<file path="src/rtl/pleiads_nvram_upload_pkg.sv">
// Shared types and constants for the Pleiads NVRAM upload path.
// The index and fill byte are also referenced by the emu CONF_STR logic.
package pleiads_upload_pkg;

  typedef enum logic [2:0] {
    IDLE,
    PAUSE,
    SERVE,
    FETCH,
    RELEASE
  } upl_state_t;

  localparam logic [7:0] UPL_INDEX_NVRAM = 8'h04;
  localparam logic [7:0] FILL_BYTE_DEF   = 8'hFF;

  function automatic int max2(input int a, input int b);
    return (a > b) ? a : b;
  endfunction

endpackage

</file>
<file path="src/rtl/pleiads_nvram_upload_if.sv">
// hps_io ioctl upload bus: session/index/strobe/address towards the core, byte and wait back.
interface pleiads_nvram_upload_if;
  logic        ioctl_upload;
  logic [7:0]  ioctl_index;
  logic        ioctl_rd;
  logic [24:0] ioctl_addr;
  logic [7:0]  ioctl_din;
  logic        ioctl_wait;

  modport master (
    output ioctl_upload, ioctl_index, ioctl_rd, ioctl_addr,
    input  ioctl_din, ioctl_wait
  );

  modport slave (
    input  ioctl_upload, ioctl_index, ioctl_rd, ioctl_addr,
    output ioctl_din, ioctl_wait
  );
endinterface

</file>
<file path="src/rtl/pleiads_upload_rdpipe.sv">
// Tracks an outstanding score-RAM read: capture_en pulses RAM_LATENCY cycles after ram_rd.
// Cleared by reset or when the session abandons the fetch.
module pleiads_upload_rdpipe #(
  parameter int RAM_LATENCY = 2
) (
  input  logic clk,
  input  logic reset,
  input  logic flush,
  input  logic ram_rd,
  output logic capture_en
);

  logic [RAM_LATENCY-1:0] pipe;

  always_ff @(posedge clk) begin
    if (reset || flush) begin
      pipe <= '0;
    end else begin
      pipe <= (pipe << 1) | RAM_LATENCY'(ram_rd);
    end
  end

  assign capture_en = pipe[RAM_LATENCY-1];

endmodule

</file>
<file path="src/rtl/pleiads_nvram_upload.sv">
// Serves MiSTer ioctl upload reads from the score-RAM B-port while the game CPU is paused.
// One read in flight plus a one-deep pending strobe; extra strobes set the sticky overrun flag.
module pleiads_nvram_upload
  import pleiads_upload_pkg::*;
#(
  parameter logic [7:0] UPL_INDEX    = UPL_INDEX_NVRAM,
  parameter int         RAM_AW       = 10,
  parameter int         RAM_LATENCY  = 2,
  parameter int         PAUSE_WAIT   = 16,
  parameter int         RELEASE_WAIT = 8,
  parameter logic [7:0] FILL_BYTE    = FILL_BYTE_DEF
) (
  input  logic                  clk,
  input  logic                  reset,
  pleiads_nvram_upload_if.slave ioctl,
  output logic                  cpu_pause,
  input  logic                  cpu_pause_ack,
  output logic [RAM_AW-1:0]     ram_addr,
  output logic                  ram_rd,
  input  logic [7:0]            ram_dout,
  output logic                  busy,
  output logic                  overrun
);

  localparam int CNT_MAX = max2(PAUSE_WAIT, RELEASE_WAIT);
  localparam int CW      = $clog2(CNT_MAX + 1);

  upl_state_t        state, state_nxt;
  logic [CW-1:0]     cnt;
  logic              pend_vld;
  logic [24:0]       pend_addr;
  logic [RAM_AW-1:0] ram_addr_q;
  logic [7:0]        din_q;
  logic              overrun_q;

  logic        sel;
  logic        active;
  logic        abandon;
  logic        issue;
  logic        issue_in;
  logic [24:0] issue_addr;
  logic        consume;
  logic        strobe_store;
  logic        capture_en;

  assign sel     = ioctl.ioctl_upload && (ioctl.ioctl_index == UPL_INDEX);
  assign active  = (state == PAUSE) || (state == SERVE) || (state == FETCH);
  assign abandon = active && !sel;

  // A pending strobe always wins over a fresh one; the fresh one then takes the freed slot.
  always_comb begin
    issue        = (state == SERVE) && sel && (pend_vld || ioctl.ioctl_rd);
    issue_addr   = pend_vld ? pend_addr : ioctl.ioctl_addr;
    issue_in     = issue && (issue_addr[24:RAM_AW] == '0);
    consume      = issue && pend_vld;
    strobe_store = sel && ioctl.ioctl_rd &&
                   ((state == PAUSE) || (state == FETCH) || ((state == SERVE) && pend_vld));
  end

  always_comb begin
    state_nxt = state;
    case (state)
      IDLE:    if (sel) state_nxt = PAUSE;
      PAUSE:   if (!sel) state_nxt = RELEASE;
               else if (cpu_pause_ack || cnt == CW'(PAUSE_WAIT - 1)) state_nxt = SERVE;
      SERVE:   if (!sel) state_nxt = RELEASE;
               else if (issue_in) state_nxt = FETCH;
      FETCH:   if (!sel) state_nxt = RELEASE;
               else if (capture_en) state_nxt = SERVE;
      RELEASE: if (sel) state_nxt = PAUSE;
               else if (cnt == CW'(RELEASE_WAIT - 1)) state_nxt = IDLE;
      default: state_nxt = IDLE;
    endcase
  end

  always_ff @(posedge clk) begin
    if (reset) begin
      state      <= IDLE;
      cnt        <= '0;
      pend_vld   <= 1'b0;
      pend_addr  <= '0;
      ram_addr_q <= '0;
      din_q      <= '0;
      overrun_q  <= 1'b0;
    end else begin
      state <= state_nxt;
      if (state_nxt != state) begin
        cnt <= '0;
      end else if (cnt != CW'(CNT_MAX)) begin
        cnt <= cnt + 1'b1;
      end

      if (issue_in) begin
        ram_addr_q <= issue_addr[RAM_AW-1:0];
      end

      if (issue && !issue_in) begin
        din_q <= FILL_BYTE;
      end else if ((state == FETCH) && capture_en && sel) begin
        din_q <= ram_dout;
      end

      if ((state == IDLE || state == RELEASE) && sel) begin
        overrun_q <= 1'b0;
      end

      if (!sel || !active) begin
        pend_vld <= 1'b0;
      end else begin
        if (consume) begin
          pend_vld <= 1'b0;
        end
        if (strobe_store) begin
          if (pend_vld && !consume) begin
            overrun_q <= 1'b1;
          end else begin
            pend_vld  <= 1'b1;
            pend_addr <= ioctl.ioctl_addr;
          end
        end
      end
    end
  end

  pleiads_upload_rdpipe #(
    .RAM_LATENCY (RAM_LATENCY)
  ) u_rdpipe (
    .clk        (clk),
    .reset      (reset),
    .flush      (abandon),
    .ram_rd     (issue_in),
    .capture_en (capture_en)
  );

  assign ram_rd           = issue_in;
  assign ram_addr         = issue_in ? issue_addr[RAM_AW-1:0] : ram_addr_q;
  assign busy             = (state != IDLE);
  assign cpu_pause        = busy;
  assign overrun          = overrun_q;
  assign ioctl.ioctl_din  = din_q;
  assign ioctl.ioctl_wait = (state == PAUSE) || (state == FETCH) || ((state == SERVE) && pend_vld);

endmodule

</file>
<file path="src/flat_wrapper.sv">
// flat-port wrapper written by rule: the top's interface ports become plain ports
module pleiads_nvram_upload_flat import pleiads_upload_pkg::*;
#(
  parameter logic [7:0] UPL_INDEX    = UPL_INDEX_NVRAM,
  parameter int         RAM_AW       = 10,
  parameter int         RAM_LATENCY  = 2,
  parameter int         PAUSE_WAIT   = 16,
  parameter int         RELEASE_WAIT = 8,
  parameter logic [7:0] FILL_BYTE    = FILL_BYTE_DEF
)
  (clk, reset, cpu_pause, cpu_pause_ack, ram_addr, ram_rd, ram_dout, busy, overrun, ioctl_ioctl_upload, ioctl_ioctl_index, ioctl_ioctl_rd, ioctl_ioctl_addr, ioctl_ioctl_din, ioctl_ioctl_wait);
  pleiads_nvram_upload_if ioctl_i ();
  input  logic clk;
  input  logic reset;
  output logic cpu_pause;
  input  logic cpu_pause_ack;
  output logic [RAM_AW-1:0] ram_addr;
  output logic ram_rd;
  input  logic [7:0] ram_dout;
  output logic busy;
  output logic overrun;
  input wire logic [$bits(ioctl_i.ioctl_upload)-1:0] ioctl_ioctl_upload;
  input wire logic [$bits(ioctl_i.ioctl_index)-1:0] ioctl_ioctl_index;
  input wire logic [$bits(ioctl_i.ioctl_rd)-1:0] ioctl_ioctl_rd;
  input wire logic [$bits(ioctl_i.ioctl_addr)-1:0] ioctl_ioctl_addr;
  output wire logic [$bits(ioctl_i.ioctl_din)-1:0] ioctl_ioctl_din;
  output wire logic [$bits(ioctl_i.ioctl_wait)-1:0] ioctl_ioctl_wait;
  assign ioctl_i.ioctl_upload = ioctl_ioctl_upload;
  assign ioctl_i.ioctl_index = ioctl_ioctl_index;
  assign ioctl_i.ioctl_rd = ioctl_ioctl_rd;
  assign ioctl_i.ioctl_addr = ioctl_ioctl_addr;
  assign ioctl_ioctl_din = ioctl_i.ioctl_din;
  assign ioctl_ioctl_wait = ioctl_i.ioctl_wait;
  pleiads_nvram_upload #(.UPL_INDEX(UPL_INDEX), .RAM_AW(RAM_AW), .RAM_LATENCY(RAM_LATENCY), .PAUSE_WAIT(PAUSE_WAIT), .RELEASE_WAIT(RELEASE_WAIT), .FILL_BYTE(FILL_BYTE)) u_core (.clk(clk), .reset(reset), .ioctl(ioctl_i), .cpu_pause(cpu_pause), .cpu_pause_ack(cpu_pause_ack), .ram_addr(ram_addr), .ram_rd(ram_rd), .ram_dout(ram_dout), .busy(busy), .overrun(overrun));
endmodule
</file>
<file path="config.mk">
export PLATFORM = sky130hd
export DESIGN_NAME = pleiads_nvram_upload_flat
export DESIGN_NICKNAME = d
export VERILOG_FILES = /design/src/rtl/pleiads_nvram_upload_pkg.sv /design/src/rtl/pleiads_nvram_upload_if.sv /design/src/rtl/pleiads_upload_rdpipe.sv /design/src/rtl/pleiads_nvram_upload.sv /design/src/flat_wrapper.sv
export SDC_FILE = /design/constraint.sdc
export NUM_CORES = 1
export LEC_CHECK = 0
export CAP_MARGIN = 20
export CORE_UTILIZATION = 51
export DETAILED_ROUTE_END_ITERATION = 6
export GPL_TIMING_DRIVEN = 0
export PLACE_DENSITY = 0.83
export RECOVER_POWER = 50
export SKIP_LAST_GASP = 1
export SYNTH_ARGS = -nofsm -noshare
export SYNTH_HDL_FRONTEND = slang
export SYNTH_SLANG_ARGS = --single-unit
</file>
<file path="constraint.sdc">
create_clock -name clk -period 4.75 [get_ports clk]
set_input_delay 0.475 -clock clk [delete_from_list [all_inputs] [get_ports clk]]
set_output_delay 0.475 -clock clk [all_outputs]
set_load 0.01 [all_outputs]
</file>
* Word-level counts from Yosys, hierarchy flattened
Index checks and enable logic that the tools add are counted.
** Cells by class
- Multiplexer cells :: 21
- Add/subtract/negate cells :: 1
- Eq/ne operators :: 9
- Reductions and logical operators :: 34
- Bitwise gates (word level) :: 3
** Operators with widths (count)
- $mux 3 :: 9
- $mux 25 :: 1
- $mux 8 :: 2
- $logic_not 15->1 :: 1
- $pmux 3 s5 :: 1
- $logic_and 1x1->1 :: 14
- $mux 10 :: 1
- $logic_or 1x1->1 :: 9
- $eq 8x3->1 const B :: 1
- $mux 1 :: 7
- $eq 3x2->1 const B :: 2
- $add 5x1->5 const B :: 1
- $eq 5x3->1 const B :: 1
- $eq 5x4->1 const B :: 1
- $ne 5x5->1 const B :: 1
- $logic_not 1->1 :: 4
- $reduce_or 2->1 :: 2
- $eq 3x1->1 const B :: 1
- $eq 3x3->1 const B :: 1
- $logic_not 3->1 :: 1
- $ne 3x3->1 :: 1
- $reduce_and 3->1 :: 1
- $reduce_bool 3->1 :: 1
- $not 1->1 :: 2
- other kinds (2) :: 2
** Word-level totals
- Register bits :: 55
- Output and inout bits :: 23
- Word-level logic and storage cells :: 76
- Input port bits :: 46

* Logic depth before layout (Yosys ltp)
Gate-level depths: netlist (run 1).
- Word-level depth :: 10
- Depth in mapped cells :: 8
- Mapped depth without buffers :: 7

* By module
From an unflattened synthesis (run 1), not the netlist that was laid out.
** Unflattened totals
- Cell total of the unflattened synthesis :: 307
- Area, all modules :: 2534.9 um^2
** Modules (own cells, without submodules)
- pleiads_nvram_upload :: instances 1, cells each 303, sequential area each 1061.0 um^2, area each 2479.9 um^2
- pleiads_upload_rdpipe :: instances 1, cells each 4, sequential area each 40.0 um^2, area each 55.1 um^2

* Worst setup path before layout (run 1)
Ideal clock, no wire load.
- Path type :: input to output
- From :: in ioctl_ioctl_index[5]
- To :: out ram_addr[0]
- Required time :: 4.275 ns
- Buffers on the path :: 2
- Slack :: 2.070 ns
- Cell stages on the path :: 7
- Arrival time :: 2.205 ns
- Cell sequence :: or4b_4 > or3_1 > buf_6 > nor3b_2 > buf_2 > a21oi_1 > nor2_1
** On the way
- Longest elaborated chain between the ends :: 6
** RTL lines
- start: declaration :: line flat_wrapper.sv:23 : input wire logic [$bits(ioctl_i.ioctl_index)-1:0] ioctl_ioctl_index;
- $eq 8x3->1 :: line pleiads_nvram_upload.sv:46 : assign sel = ioctl.ioctl_upload && (ioctl.ioctl_index == UPL_INDEX);
- $logic_and 1x1->1 :: line pleiads_nvram_upload.sv:46
- $logic_and 1x1->1 (2 in series) :: line pleiads_nvram_upload.sv:52 : issue = (state == SERVE) && sel && (pend_vld || ioctl.ioctl_rd);
- $logic_and 1x1->1 :: line pleiads_nvram_upload.sv:54 : issue_in = issue && (issue_addr[24:RAM_AW] == '0);
- $mux 10 :: line pleiads_nvram_upload.sv:136 : assign ram_addr = issue_in ? issue_addr[RAM_AW-1:0] : ram_addr_q;
- end: declaration :: line flat_wrapper.sv:17 : output logic [RAM_AW-1:0] ram_addr;
No other way between the ends.

* Worst setup path in the final report (run 1)
- From :: in ioctl_ioctl_index[5]
- To :: out ram_addr[4]
The elaborated chain is that of the path after synthesis.

==> impl_metrics.env, run 1 <==
export IMPL_drv_slew=0
export IMPL_max_cap_violations=0
export IMPL_synth_top_area_share=0.422
export IMPL_period_share=0.875
export IMPL_r2r_end="u_core.pend_addr[3]"
export IMPL_power_density_nw_per_um2=249
export IMPL_r2r_start="u_core.pend_vld"
export IMPL_relSlewSlack=0.415
export IMPL_cts_hold_buf=0
export IMPL_numCtsBuffers=5
export IMPL_dpl_cell_count=419
export IMPL_antenna_found_initial=0
export IMPL_place_hpwl_mm=4.47
export IMPL_hp_class="reg2reg"
export IMPL_end_kind="primary output"
export IMPL_cts_sinks=55
export IMPL_outcome="finished, final reports clean"
export IMPL_final_min_clock_period_ns=4.16
export IMPL_worstRegToRegCells=8
export IMPL_cp_required_ns=4.28
export IMPL_die_w_um=73.5
export IMPL_synth_area_per_cell_sq_um=9.19
export IMPL_fillCellCount=400
export IMPL_start_kind="input pin"
export IMPL_clkTransAtPathRegs_ns=0.10
export IMPL_synth_area_leaders="dfxtp_1 (42%), mux2i_1 (15%), nor2_1 (6.5%), a2111oi_0 (4.4%), a21oi_1 (3.8%)"
export IMPL_worstHoldEndpoint="u_core.u_rdpipe.pipe[1]"
export IMPL_yosysSeqAreaShare=0.422
export IMPL_instances_no_fill=427
export IMPL_cts_root_buffer="clkbuf_8"
export IMPL_vias=2311
export IMPL_async_flop_share=0
export IMPL_synthCells=284
export IMPL_coreArea_sq_um=4820
export IMPL_wl_per_cell_um=14.0
export IMPL_remaining_drc_errors=0
export IMPL_post_cts_resize_count=0
export IMPL_wl_mm=5.96
export IMPL_final_hold_viol_count=0
export IMPL_ant_nets=0
export IMPL_ys_warn_count=0
export IMPL_grt_first_pass_wirelength_mm=9.89
export IMPL_drive_gt1_frac=0.0417
export IMPL_finalSetupTns_ns=0
export IMPL_ys_ff_latch=55
export IMPL_fin_skew_ns=0.00639
export IMPL_routabilityCongestion=0.760
export IMPL_whs_path_depth=1
export IMPL_syn_area_sq_um=2610
export IMPL_peakVddDrop_mv=0.179
export IMPL_cts_setup_buffers=0
export IMPL_final_util=0.712
export IMPL_finalNetCount=408
export IMPL_ys_types=41
export IMPL_die_h_um=73.5
export IMPL_drtPass1Iterations=4
export IMPL_rsz0062_at_grt="false"
export IMPL_ioPinCount=69
export IMPL_leakage_nw=1.17
export IMPL_grt_pass1_vias=2160
export IMPL_via_per_inst=5.41
export IMPL_hold_ws_ns=0.447
export IMPL_drt_iter0_markers=134
export IMPL_synth_common_cells="dfxtp_1 (55), nor2_1 (45), mux2i_1 (38)"
export IMPL_p_total_mw=0.854
export IMPL_post_synth_top_count_cell="dfxtp_1"
export IMPL_synth_area_leader_cell="dfxtp_1"
export IMPL_grt_use_total=0.238
export IMPL_worstMarginPinSlew_ns=0.855
export IMPL_fmax_mhz=240
export IMPL_grt_remaining_overflow=0
export IMPL_io_buffers=68
export IMPL_antenna_cells=0
export IMPL_cts_tree="yes"
export IMPL_hold_start="u_core.u_rdpipe.pipe[0]"
export IMPL_rows=25
export IMPL_htreeDepth=2
export IMPL_area_growth_pct=31.5
export IMPL_grt_start_max_net_pins=17
export IMPL_clock_latency_ns=0.31
export IMPL_r2r_setup_slack_ns=1.81
export IMPL_synth_edf_count=0
export IMPL_cp_max_fo=10
export IMPL_crit_type="in2out"
export IMPL_setup_viol=0
export IMPL_clockBufferDepth=2
export IMPL_initial_core_util=0.542
export IMPL_postSynthNetCount=333
export IMPL_ys_flop_type="dfxtp_1"
export IMPL_dieArea_sq_um=5410
export IMPL_cp_arrival_ns=3.68
[state kept, by name, summed over array words and instances (netlist names)]
name                    cells
u_core.overrun              1
u_core.state                3
u_core.cnt                  5
u_core.pend_addr           25
u_core.ram_addr_q          10
u_core.ioctl.ioctl_din      8
u_core.u_rdpipe.pipe        2
u_core.pend_vld             1
[stage by stage]
step                      setup slack (ns)  instance area [sq um]
after global placement               0.751                   3370
after floorplan                       2.07                   2610
final                                0.592                   3430
after global routing                 0.263                   3430
after detailed placement             0.736                   3370
after CTS                            0.727                   3490
[worst max-delay path by stage]
stage | start | to | slack (ns) | cells after the start
floorplan | ioctl_ioctl_index[5] | ram_addr[0] | 2.07 | 7
global placement | ioctl_ioctl_index[5] | ram_addr[4] | 0.75 | 7
detailed placement | ioctl_ioctl_index[5] | ram_addr[4] | 0.74 | 7
CTS | ioctl_ioctl_index[5] | ram_addr[4] | 0.73 | 7
global route | ioctl_ioctl_index[5] | ram_addr[7] | 0.26 | 7
finish | ioctl_ioctl_index[5] | ram_addr[4] | 0.59 | 7
[critical path, stage by stage]
cell and delay (ns):
clkdlybuf4s50_1 0.39, or4b_1 0.59, nor3_1 0.39, nand3b_1 0.38, a2111oi_0 0.87, nor2_1 0.08, clkdlybuf4s50_1 0.51
[cell families (layout without fill, tap and decap cells)]
| family | count (synthesis) | count (layout) | synth area share |
|---|---|---|---|
| AO/OA/AOI/OAI | 45 | 45 | 0.116 |
| XOR/XNOR | 3 | 3 | 0.0101 |
| adder cells (fa/ha/maj) | 3 | 3 | 0.0144 |
| buffers and inverters | 23 | 99 | 0.0494 |
| flip-flops | 55 | 55 | 0.422 |
| multiplexers | 40 | 40 | 0.154 |
| AND/OR/NAND/NOR | 115 | 115 | 0.234 |
[where the power goes]
part,leakage (nW),internal (mW),switching [mW]
Clock,0.0612,0.171,0.151
Sequential,0.443,0.463,0.00242
Combinational,0.668,0.0431,0.0239
[layer usage]
| layer | track usage | routed length (um) | share of wire |
|---|---|---|---|
| met1 | 0.316 | 2780 | 0.47 |
| met2 | 0.391 | 2710 | 0.45 |
| met3 | 0.0535 | 403 | 0.068 |
| met4 | 0.0620 | 68 | 0.011 |
| met5 | 0 | 0 | 0 |
[placed cells by master, fill, tap and decap left out, drive strengths merged, types with 2 or more instances in the layout]
master,instances
nor4,5
nor2b,10
inv,4
clkbuf,23
a221oi,2
nor4b,4
o21ai,3
clkdlybuf4s50,56
dlygate4sd3,12
nand2,15
nand3,4
nand2b,2
ha,3
a2111oi,13
a21oi,20
dfxtp,55
xnor2,3
mux2,2
nand3b,2
nor3,16
and2,2
nor2,45
mux2i,38
buf,2
or3,3
a22oi,2
and3,2
[area by class of cell]
class	count	area (sq um)	area share
clock inverter	2	35.0	0.0102
buffer	19	76.3	0.0223
sequential	55	1100	0.321
clock buffer	6	82.6	0.0241
tap	67	83.8	0.0244
timing repair buffer	68	681	0.198
inverter	4	15.0	0.00438
multi-input combinational	206	1360	0.395
(Power assumes the default switching activity.)
==> run 2, diff against run 1 <==
--- a/config.mk
+++ b/config.mk
@@ -9,8 +9,9 @@
 export CORE_UTILIZATION = 51
 export DETAILED_ROUTE_END_ITERATION = 6
 export GPL_TIMING_DRIVEN = 0
-export PLACE_DENSITY = 0.83
+export PLACE_DENSITY_LB_ADDON = 0.12
 export RECOVER_POWER = 50
+export SETUP_SLACK_MARGIN = 0.2
 export SKIP_LAST_GASP = 1
 export SYNTH_ARGS = -nofsm -noshare
 export SYNTH_HDL_FRONTEND = slang
==> impl_metrics.env, run 2 (synthesized netlist as in run 1, its figures left out) <==
export IMPL_startpoint="ioctl_ioctl_index[5]"
export IMPL_antenna_cells=0
export IMPL_die_h_um=73.5
export IMPL_r2r_start="u_core.pend_vld"
export IMPL_postLayoutCellArea_sq_um=3420
export IMPL_cp_required_ns=4.28
export IMPL_outcome="finished, final reports clean"
export IMPL_instances_no_fill=427
export IMPL_io_buffers=68
export IMPL_relSlewSlack=0.0895
export IMPL_ioPinCount=69
export IMPL_grt_pass1_vias=2241
export IMPL_dpl_cell_count=419
export IMPL_power_density_nw_per_um2=249
export IMPL_drtPass1Iterations=5
export IMPL_die_w_um=73.5
export IMPL_final_hold_viol_count=0
export IMPL_grt_use_total=0.230
export IMPL_antenna_found_initial=0
export IMPL_period_share=0.887
export IMPL_peakVddDrop_mv=0.229
export IMPL_numCtsBuffers=5
export IMPL_cts_setup_buffers=0
export IMPL_grt_first_pass_wirelength_mm=9.67
export IMPL_htreeDepth=2
export IMPL_place_hpwl_mm=4.36
export IMPL_via_per_inst=5.49
export IMPL_initial_core_util=0.542
export IMPL_max_cap_violations=0
export IMPL_crit_type="in2out"
export IMPL_fmax_mhz=237
export IMPL_end_kind="primary output"
export IMPL_cp_max_fo=10
export IMPL_vias=2345
export IMPL_drive_gt1_frac=0.0389
export IMPL_layout_commonest_cell="clkdlybuf4s50_1"
export IMPL_clockBufferDepth=2
export IMPL_post_cts_resize_count=0
export IMPL_finalNetCount=408
export IMPL_cpLargestDelayFamily="simple AND/OR/NAND/NOR gates"
export IMPL_coreArea_sq_um=4820
export IMPL_clkTransAtPathRegs_ns=0.10
export IMPL_hold_ws_ns=0.466
export IMPL_cts_sinks=55
export IMPL_start_kind="input pin"
export IMPL_remaining_drc_errors=0
export IMPL_cts_hold_buf=0
export IMPL_drv_slew=0
export IMPL_regMostFlops="u_core.pend_addr"
export IMPL_finalSetupTns_ns=0
export IMPL_post_dp_cell_area_sq_um=3370
export IMPL_leakage_nw=1.17
export IMPL_path_buf_inv=2
export IMPL_hp_class="reg2reg"
export IMPL_critical_path_max_stage_delay_ns=0.80
export IMPL_drt_iter0_markers=123
export IMPL_routabilityCongestion=0.789
export IMPL_final_min_clock_period_ns=4.21
export IMPL_wl_mm=5.77
export IMPL_grt_remaining_overflow=0
export IMPL_largest_reg_flops=25
export IMPL_clock_latency_ns=0.31
export IMPL_crit_path_cell_trace="dlygate4sd3_1 > or4b_1 > nor3_1 > nand3b_1 > a2111oi_0 > nor2_1 > clkdlybuf4s50_1"
export IMPL_grt_start_max_net_pins=19
export IMPL_ant_nets=0
export IMPL_hold_start="u_core.u_rdpipe.pipe[0]"
export IMPL_rsz0062_at_grt="false"
export IMPL_wl_per_cell_um=13.5
export IMPL_rows=25
export IMPL_fin_skew_ns=0.00894
export IMPL_fillCellCount=420
export IMPL_crit_slowest_cell="a2111oi_0"
export IMPL_dieArea_sq_um=5410
export IMPL_final_cell_mix="clkdlybuf4s50_1 (56), dfxtp_1 (55), nor2_1 (45)"
export IMPL_worstMarginPinSlew_ns=1.36
export IMPL_cp_arrival_ns=3.74
export IMPL_setup_viol=0
export IMPL_area_growth_pct=31.0
export IMPL_cts_tree="yes"
export IMPL_cts_root_buffer="clkbuf_8"
## run 2: changes by cell type in the layout (fill, tap and decap cells not counted), sizes merged
cell | before | now
clkbuf | 23 | 22
inv | 4 | 5
## run 2: final timing paths
kind / end / slack, ns / depth (start not counted)
hold reg to reg: u_core.u_rdpipe.pipe[1] / 0.47 / 1
setup reg to reg: u_core.pend_addr[5] / 1.86 / 8
setup / recovery: ram_addr[9] / 0.54 / 7
hold / removal: u_core.u_rdpipe.pipe[1] / 0.47 / 1
## run 2: cell type report
type	instances	area, sq um	area share
Multi-Input combinational cell	206	1340	0.393
Sequential cell	55	1100	0.322
Timing Repair Buffer	68	681	0.199
Tap cell	67	83.8	0.0245
Buffer	19	76.3	0.0223
Clock buffer	5	68.8	0.0201
Clock inverter	3	47.5	0.0139
Inverter	4	15.0	0.00439
## run 2: worst reg2reg max path, stage by stage, from the launching register on
cell	delay (ns)
dfxtp_1	0.40
clkbuf_1	0.38
nand2_1	0.12
mux2_2	0.27
nor4b_1	0.28
clkbuf_1	0.40
clkbuf_1	0.61
mux2i_1	0.27
nor2_1	0.05
## run 2: power by group
part           total, mW  internal, mW  leakage (nW)  switching [mW]
Sequential         0.465         0.463         0.443         0.00244
Combinational     0.0678        0.0432         0.668          0.0245
Clock              0.318         0.160        0.0587           0.158
## run 2: per-layer routing
layer,share of wire,GRT usage,wire [um],up-vias
li1,-,-,-,1164
met1,0.45,0.283,2570,1101
met2,0.48,0.400,2770,76
met3,0.065,0.0549,378,4
met4,0.0083,0.0641,48,0
met5,0,0,0,-
## run 2: per-stage QoR
| stage | worst slack (ns) | total power, mW | utilization |
|---|---|---|---|
| final | 0.536 | 0.851 | 0.709 |
| after floorplan | 2.07 | 0.497 | - |
| after global routing | 0.333 | 0.881 | 0.709 |
| after global placement | 0.788 | 0.543 | 0.700 |
| after CTS | 0.772 | 0.859 | 0.724 |
| after detailed placement | 0.774 | 0.545 | 0.700 |
==> run 3, diff against run 2 <==
--- a/config.mk
+++ b/config.mk
@@ -6,13 +6,13 @@
 export NUM_CORES = 1
 export LEC_CHECK = 0
 export CAP_MARGIN = 20
-export CORE_UTILIZATION = 51
+export CORE_UTILIZATION = 45
 export DETAILED_ROUTE_END_ITERATION = 6
 export GPL_TIMING_DRIVEN = 0
 export PLACE_DENSITY_LB_ADDON = 0.12
 export RECOVER_POWER = 50
 export SETUP_SLACK_MARGIN = 0.2
-export SKIP_LAST_GASP = 1
 export SYNTH_ARGS = -nofsm -noshare
 export SYNTH_HDL_FRONTEND = slang
 export SYNTH_SLANG_ARGS = --single-unit
+export TNS_END_PERCENT = 100
==> impl_metrics.env, run 3 (synthesized netlist as in run 1, its figures left out) <==
export IMPL_cts_sinks=55
export IMPL_power_internal_mw=0.677
export IMPL_dieArea_sq_um=6110
export IMPL_finalSetupTns_ns=0
export IMPL_hold_start="u_core.u_rdpipe.pipe[0]"
export IMPL_max_cap_violations=0
export IMPL_peakVddDrop_mv=0.164
export IMPL_place_hpwl_mm=4.32
export IMPL_dpl_cell_count=424
export IMPL_instances_no_fill=432
export IMPL_rsz0062_at_grt="false"
export IMPL_final_cell_mix="clkdlybuf4s50_1 (55), dfxtp_1 (55), nor2_1 (45)"
export IMPL_htreeDepth=2
export IMPL_end_kind="primary output"
export IMPL_fin_skew_ns=0.0107
export IMPL_p_clk_frac=0.377
export IMPL_die_w_um=78.1
export IMPL_final_min_clock_period_ns=4.20
export IMPL_worstRegToRegCells=8
export IMPL_regMostFlops="u_core.pend_addr"
export IMPL_cts_setup_buffers=0
export IMPL_leakage_nw=1.17
export IMPL_finalNetCount=408
export IMPL_ant_nets=0
export IMPL_fmax_mhz=238
export IMPL_via_per_inst=5.32
export IMPL_drv_slew=0
export IMPL_grt_use_total=0.205
export IMPL_cp_max_fo=10
export IMPL_drive_gt1_frac=0.0389
export IMPL_drtPass1Iterations=4
export IMPL_fillCellCount=513
export IMPL_period_share=0.885
export IMPL_r2r_setup_slack_ns=1.82
export IMPL_cts_tree="yes"
export IMPL_cts_hold_buf=0
export IMPL_cp_required_ns=4.28
export IMPL_crit_type="in2out"
export IMPL_swShare=0.208
export IMPL_drt_iter0_markers=103
export IMPL_r2r_start="u_core.pend_vld"
export IMPL_die_h_um=78.1
export IMPL_final_hold_viol_count=0
export IMPL_r2r_end="u_core.pend_addr[5]"
export IMPL_outcome="finished, final reports clean"
export IMPL_clockBufferDepth=2
export IMPL_coreArea_sq_um=5540
export IMPL_whs_path_depth=1
export IMPL_vias=2299
export IMPL_grt_remaining_overflow=0
export IMPL_power_density_nw_per_um2=249
export IMPL_rows=27
export IMPL_routabilityCongestion=0.761
export IMPL_grt_first_pass_wirelength_mm=10.0
export IMPL_remaining_drc_errors=0
export IMPL_largest_reg_flops=25
export IMPL_setup_viol=0
export IMPL_cp_arrival_ns=3.73
export IMPL_grt_pass1_vias=2239
export IMPL_start_kind="input pin"
export IMPL_area_growth_pct=31.3
export IMPL_p_seq_frac=0.545
export IMPL_worstHoldEndpoint="u_core.u_rdpipe.pipe[1]"
export IMPL_post_cts_resize_count=0
export IMPL_numCtsBuffers=5
export IMPL_p_switching_mw=0.177
export IMPL_wl_mm=5.79
export IMPL_io_buffers=68
export IMPL_p_comb_frac=0.078
export IMPL_worstMarginPinSlew_ns=1.41
export IMPL_cts_root_buffer="clkbuf_8"
export IMPL_grt_start_max_net_pins=17
export IMPL_antenna_found_initial=0
export IMPL_relSlewSlack=0.0514
export IMPL_final_util=0.618
export IMPL_antenna_cells=0
export IMPL_ioPinCount=69
export IMPL_clock_latency_ns=0.31
export IMPL_wl_per_cell_um=13.4
export IMPL_initial_core_util=0.471
export IMPL_clkTransAtPathRegs_ns=0.10
export IMPL_hp_class="reg2reg"
-- run 3: cell types whose count changed in the layout (fill, tap and decap cells not counted) --
cell / change
and2_0: -2
clkbuf_8: +1
clkinv_2: +1
and2_1: +2
inv_6: -1
clkinv_4: -1
dlygate4sd3_1: +1
clkdlybuf4s50_1: -1
-- run 3: power by group through the flow --
| stage | registers, mW | clock network (mW) | logic, mW |
|---|---|---|---|
| floorplan | 0.476 | 0 | 0.0215 |
| global placement | 0.476 | 0 | 0.0668 |
| detailed placement | 0.476 | 0 | 0.0676 |
| CTS | 0.465 | 0.329 | 0.0679 |
| global route | 0.466 | 0.354 | 0.0729 |
| finish | 0.465 | 0.322 | 0.0665 |
-- run 3: worst max-delay path, stage by stage --
cell and delay (ns):
dlygate4sd3_1 0.52, or4b_1 0.59, nor3_1 0.41, nand3b_1 0.36, a2111oi_0 0.80, nor2_1 0.08, clkdlybuf4s50_1 0.50
-- run 3: how the worst max path moves through the flow --
stage | from | to | slack [ns] | cells after the start
after floorplan | ioctl_ioctl_index[5] | ram_addr[0] | 2.07 | 7
after global placement | ioctl_ioctl_index[5] | ram_addr[9] | 0.69 | 7
after detailed placement | ioctl_ioctl_index[5] | ram_addr[6] | 0.72 | 7
after CTS | ioctl_ioctl_index[5] | ram_addr[6] | 0.70 | 7
after global routing | ioctl_ioctl_index[5] | ram_addr[9] | 0.26 | 7
final | ioctl_ioctl_index[5] | ram_addr[9] | 0.55 | 7
-- run 3: area by class of cell --
| type | instances | area [sq um] | area share |
|---|---|---|---|
| Buffer | 19 | 76.3 | 0.0223 |
| Multi-Input combinational cell | 206 | 1340 | 0.392 |
| Sequential cell | 55 | 1100 | 0.322 |
| Inverter | 4 | 15.0 | 0.00438 |
| Clock inverter | 2 | 35.0 | 0.0102 |
| Clock buffer | 6 | 82.6 | 0.0241 |
| Timing Repair Buffer | 68 | 681 | 0.199 |
| Tap cell | 72 | 90.1 | 0.0263 |
-- run 3: metal layers --
| metal | wire length, um | up-vias | GRT usage |
|---|---|---|---|
| li1 | - | 1165 | - |
| met1 | 2760 | 1067 | 0.268 |
| met2 | 2680 | 62 | 0.342 |
| met3 | 295 | 5 | 0.0430 |
| met4 | 59 | 0 | 0.0500 |
| met5 | 0 | - | 0 |
-- run 3: metrics by stage --
step | worst slack (ns) | area (sq um) | total power [mW] | hold WS (ns)
after global placement | 0.691 | 3380 | 0.543 | 0.411
after global routing | 0.262 | 3420 | 0.894 | 0.481
after floorplan | 2.07 | 2610 | 0.497 | 0.406
final | 0.545 | 3420 | 0.854 | 0.438
after detailed placement | 0.725 | 3380 | 0.544 | 0.418
after CTS | 0.702 | 3500 | 0.863 | 0.442
